===== config.mk =====
export PLATFORM = sky130hd
export DESIGN_NAME = can_tx_bit_stuffer
export DESIGN_NICKNAME = d
export VERILOG_FILES = /design/src/rtl/can_tx_bit_stuffer.sv
export SDC_FILE = /design/constraint.sdc
export NUM_CORES = 1
export LEC_CHECK = 0
export ABC_AREA = 0
export CAP_MARGIN = 10
export CORE_AREA = 2 2 39 41
export DETAILED_ROUTE_END_ITERATION = 10
export DIE_AREA = 0 0 41 43
export PLACE_DENSITY = 0.64
export SYNTH_ARGS = -nofsm -noshare
export SYNTH_HDL_FRONTEND = slang
export SYNTH_SLANG_ARGS = --single-unit

===== constraint.sdc =====
create_clock -name clk -period 2.27 [get_ports clk]
set_input_delay 0.5675 -clock clk [delete_from_list [all_inputs] [get_ports clk]]
set_output_delay 0.5675 -clock clk [all_outputs]
set_load 0.02 [all_outputs]

===== src/rtl/can_tx_bit_stuffer.sv =====
// CAN transmit bit stuffer: inserts stuff bits into the outgoing stream and monitors the bus.
// Define CAN_TX_BIT_MONITOR_EN to build in the bit monitor, bit_error/arb_lost and BACKOFF.
module can_tx_bit_stuffer (
  input  logic clk,
  input  logic rst,
  input  logic sample_point,
  input  logic bit_start_point,
  input  logic tx_active,
  input  logic tx_bit,
  input  logic bit_stuffing_en,
  input  logic arbitration_active,
  input  logic rx_bit,
  output logic can_tx,
  output logic insert_stuff_bit,
  output logic stuff_bit_active,
  output logic bit_error,
  output logic arb_lost
);

  typedef enum logic [1:0] {StIdle, StData, StStuff, StBackoff} state_e;

  state_e     state_q, state_d;
  logic [2:0] run_cnt_q, run_cnt_d;
  logic       last_bit_q, last_bit_d;
  logic       can_tx_q, can_tx_d;
  logic       ins_q, ins_d;
  logic       stuff_q, stuff_d;
  logic       bit_err_d, arb_lost_d;
  logic       do_launch, do_stuff;

  // A pending stuff request wins over launching the held transmitter bit.
  assign do_stuff  = bit_start_point && tx_active && (state_q == StData) && ins_q;
  assign do_launch = bit_start_point && tx_active &&
                     ((state_q == StIdle) || (state_q == StStuff) ||
                      ((state_q == StData) && !ins_q));

  always_comb begin
    state_d    = state_q;
    run_cnt_d  = run_cnt_q;
    last_bit_d = last_bit_q;
    can_tx_d   = can_tx_q;
    bit_err_d  = 1'b0;
    arb_lost_d = 1'b0;

`ifdef CAN_TX_BIT_MONITOR_EN
    // Compares against can_tx_q, i.e. the level driven before any same-cycle launch.
    if (sample_point && ((state_q == StData) || (state_q == StStuff)) &&
        (rx_bit != can_tx_q)) begin
      if (arbitration_active && can_tx_q && !rx_bit && (state_q == StData)) begin
        arb_lost_d = 1'b1;
      end else begin
        bit_err_d = 1'b1;
      end
    end
`endif

    if (do_launch) begin
      state_d  = StData;
      can_tx_d = tx_bit;
      if (bit_stuffing_en) begin
        run_cnt_d  = ((tx_bit == last_bit_q) && (run_cnt_q != 3'd0)) ? run_cnt_q + 3'd1 : 3'd1;
        last_bit_d = tx_bit;
      end else begin
        run_cnt_d = 3'd0;
      end
    end else if (do_stuff) begin
      state_d    = StStuff;
      can_tx_d   = ~last_bit_q;
      last_bit_d = ~last_bit_q;
      run_cnt_d  = 3'd1;
    end

`ifdef CAN_TX_BIT_MONITOR_EN
    if (arb_lost_d) begin
      state_d   = StBackoff;
      can_tx_d  = 1'b1;
      run_cnt_d = 3'd0;
    end
    if ((state_q == StBackoff) && !tx_active) begin
      state_d    = StIdle;
      can_tx_d   = 1'b1;
      run_cnt_d  = 3'd0;
      last_bit_d = 1'b1;
    end
`endif

    if (bit_start_point && !tx_active) begin
      state_d    = StIdle;
      can_tx_d   = 1'b1;
      run_cnt_d  = 3'd0;
      last_bit_d = 1'b1;
    end

    ins_d   = (state_d == StData) && (run_cnt_d == 3'd5);
    stuff_d = (state_d == StStuff);
  end

  always_ff @(posedge clk) begin
    if (rst) begin
      state_q    <= StIdle;
      run_cnt_q  <= 3'd0;
      last_bit_q <= 1'b1;
      can_tx_q   <= 1'b1;
      ins_q      <= 1'b0;
      stuff_q    <= 1'b0;
    end else begin
      state_q    <= state_d;
      run_cnt_q  <= run_cnt_d;
      last_bit_q <= last_bit_d;
      can_tx_q   <= can_tx_d;
      ins_q      <= ins_d;
      stuff_q    <= stuff_d;
    end
  end

  assign can_tx           = can_tx_q;
  assign insert_stuff_bit = ins_q;
  assign stuff_bit_active = stuff_q;

`ifdef CAN_TX_BIT_MONITOR_EN
  logic bit_err_q, arb_lost_q;

  always_ff @(posedge clk) begin
    if (rst) begin
      bit_err_q  <= 1'b0;
      arb_lost_q <= 1'b0;
    end else begin
      bit_err_q  <= bit_err_d;
      arb_lost_q <= arb_lost_d;
    end
  end

  assign bit_error = bit_err_q;
  assign arb_lost  = arb_lost_q;
`else
  logic unused_monitor;
  assign unused_monitor = ^{sample_point, rx_bit, arbitration_active, bit_err_d, arb_lost_d};
  assign bit_error = 1'b0;
  assign arb_lost  = 1'b0;
`endif

endmodule


==> impl_metrics.yaml <==
outcome:
  status: "complete, no violations"
timing:
  timing.fmax_mhz: 545
  setup_slack_ns: 0.436
  rsz0062_at_grt: "false"
  setup_tns_ns: 0
  setup_violations: 0
  skew_ns: 0.00293
  hold_violations: 0
  slew_viol_final: 0
  fin_crit_ns: 1.83
  post-route-period-util_pct: 80.8
die:
  die_area_um2: 1760
  start_util_pct: 35.7
  fp.dieH_um: 43
  rows: 14
  die_w_um: 41
  ios: 14
  core_area_um2: 1380
synthesis:
  syn_inst: 61
  synth-seq-cells: 9
  synth_cell_types: 26
  synth-simple-area-share_pct: 31.9
  synth_top_area_share_pct: 36.5
  synthTopCellsByArea: "dfxtp_1 36%, a21oi_1 5.1%, ha_1 5.1%"
  synth_mux_area_share_pct: 0
  synth-edff-count: 0
  synthArstFlopShare_pct: 0
  synth_top_cell_by_area: "dfxtp_1"
  synthAdderAreaFrac_pct: 5.06
  synth_ff_type: "dfxtp_1"
  synth_most_common_cell: "dfxtp_1"
  synthXorXnorAreaFrac_pct: 1.77
  syn_area_um2: 494
  ys_top_cells_by_count: "9 x dfxtp_1, 5 x a21oi_1, 5 x nand2_1, 5 x nor2_1, 4 x nor2b_1"
  synth_area_per_cell_um2: 8.10
  yosys_warnings: 0
  synth_compound_area_share_pct: 18.7
  synth_top_family_by_area: "simple AND/OR/NAND/NOR gates"
  synth.yosys.seq_area_share_pct: 36.5
global_route:
  grt_max_degree: 7
  grt_pass1_vias: 370
  grt_overflow: 0
  grt_pass1_wl_mm: 1.57
  grt_use_total_pct: 14.0
  antenna_found_initial: 0
layout:
  antenna_cells: 0
  fillers: 147
  finalNonFillerCells: 88
  area_growth_pct: 23.3
  drive_gt1_share_pct: 5.56
  finish.utilization_pct: 44.0
  nNetsFinal: 84
clock_network:
  numClockSinks: 9
  path_clk_slew_ns: 0.06
  cts_setup_buffers: 0
  cts_max_level: 1
  cts_resized: 0
  clockRootBuffer: "clkbuf_4"
  numCtsBuffers: 3
  cts_tree: "built"
  clock_latency_ns: 0.26
  cts_hold_buf: 0
  clockBufferDepth: 2
job:
  max_cap_viol_count: 0
setup_path:
  critPathLaunchType: "input pin"
  ff2ff_setup_slack_ns: 0.80
  cp_slowest_cell: "clkdlybuf4s50_1"
  timing.rr.end: "insert_stuff_bit$_SDFF_PP0_"
  reg2reg_from: "run_cnt_q[0]$_SDFF_PP0_"
  crit_path_cell_trace: "clkdlybuf4s50_1 > nand2_1 > a21o_1 > o21bai_1 > a21oi_1 > and4b_1"
  crit_path_max_incr_delay_ns: 0.54
  rr_worst_depth: 7
  endpoint_kind: "register"
  crit_fanout: 6
  critPathBufInv: 1
  critPathKind: "input pin to register"
  cp_top_family: "buffers and inverters"
  cp.arrival_ns: 1.98
  required_ns: 2.42
hold_path:
  hp-class: "register to register"
  hold_path_end: "can_tx$_SDFFE_PP1P_"
  min_path_cells: 2
  min_from: "can_tx$_SDFFE_PP1P_"
placement:
  place.gp.congestion: 0.722
  port_buffers: 8
  hpwlAfterDp_um: 724
  dpl_worst_slack_ns: 0.174
  dp.cells: 84
drt:
  vias_per_cell: 4.97
  firstDrtPassIters: 4
  route.detailed.drc: 0
  drt_iter0_drc: 5
  wl_per_cell_um: 10.7
  wl_um: 940
  vias: 437
  ant_nets: 0
power:
  p_comb_share_pct: 13.3
  totalPowerFinal_uw: 330
  clock_power_share_pct: 36.6
  p_sw_uw: 80.3
  sequentialPowerShare_pct: 50.1
  peakVddDrop_mv: 0.247
  leakagePower_uw: 0.000254
  power.internal_uw: 250
  power_density_nw_per_um2: 542
  switching_share_pct: 24.3
==> layout by cell type (no fill, tap or decap) <==
| cell type | n |
|---|---|
| a21boi_0 | 1 |
| a21o_1 | 1 |
| a21oi_1 | 5 |
| and2b_1 | 1 |
| and4b_1 | 1 |
| clkbuf_1 | 1 |
| clkbuf_4 | 3 |
| clkdlybuf4s50_1 | 8 |
| conb_1 | 2 |
| dfxtp_1 | 9 |
| ha_1 | 2 |
| inv_1 | 3 |
| nand2_1 | 5 |
| nand2b_1 | 3 |
| nand3_1 | 3 |
| nand4b_1 | 1 |
| nor2_1 | 5 |
| nor2b_1 | 4 |
| nor3_1 | 3 |
| nor3b_2 | 1 |
| o211a_1 | 1 |
| o211ai_1 | 1 |
| o21ai_0 | 3 |
| o21ai_1 | 1 |
| o21bai_1 | 1 |
| o31ai_1 | 1 |
| or2b_1 | 1 |
| xnor2_1 | 1 |
==> metal layers <==
layer  track usage [%]  share of wire [%]
met1              16.8                 47
met2              18.8                 46
met3              9.42                5.7
met4              6.00                1.8
met5                 0                  0
==> registers in the layout (all words and copies together) (netlist names) <==
| name | cells |
|---|---|
| stuff_bit_active | 1 |
| state_q | 2 |
| last_bit_q | 1 |
| run_cnt_q | 3 |
| can_tx | 1 |
| insert_stuff_bit | 1 |
==> worst max path at each step <==
stage                                   to            start  depth (start not counted)
2_1_floorplan  insert_stuff_bit$_SDFF_PP0_        tx_active                          5
3_3_place_gp   insert_stuff_bit$_SDFF_PP0_  bit_start_point                          6
3_5_place_dp   insert_stuff_bit$_SDFF_PP0_  bit_start_point                          6
4_1_cts        insert_stuff_bit$_SDFF_PP0_  bit_start_point                          6
5_1_grt        insert_stuff_bit$_SDFF_PP0_  bit_start_point                          6
6_report       insert_stuff_bit$_SDFF_PP0_  bit_start_point                          6
==> cell families after synthesis <==
family / after synthesis
XOR/XNOR: 1
other: 1
AO/OA/AOI/OAI: 15
AND/OR/NAND/NOR: 28
buffers and inverters: 5
adder cells (fa/ha/maj): 2
flip-flops: 9
==> tightest hold or removal path, stage by stage, from the launching register on <==
cell	delay (ns)
dfxtp_1	0.31
nand2_1	0.05
o211ai_1	0.08
==> power groups by stage <==
| stage | sequential [µW] | combinational, µW | clock [µW] |
|---|---|---|---|
| after global placement | 169 | 43.3 | 0 |
| after floorplan | 169 | 27.3 | 0 |
| final | 165 | 44.0 | 121 |
| after global routing | 166 | 49.5 | 136 |
| after detailed placement | 169 | 43.5 | 0 |
| after CTS | 165 | 43.9 | 126 |
==> final cells by class <==
type	instances	area, µm²	area share (%)
Clock buffer	4	26.3	4.31
Inverter	3	11.3	1.85
Multi-Input combinational cell	48	292	47.8
Sequential cell	9	180	29.6
Tap cell	16	20.0	3.29
Timing Repair Buffer	8	80.1	13.1
==> per-stage QoR <==
| stage | hold slack (ns) | instance area (µm²) |
|---|---|---|
| floorplan | 0.492 | 498 |
| global placement | 0.469 | 583 |
| detailed placement | 0.476 | 583 |
| CTS | 0.489 | 609 |
| global route | 0.530 | 609 |
| finish | 0.491 | 609 |
Note: power is estimated with default switching activity, not from simulation.
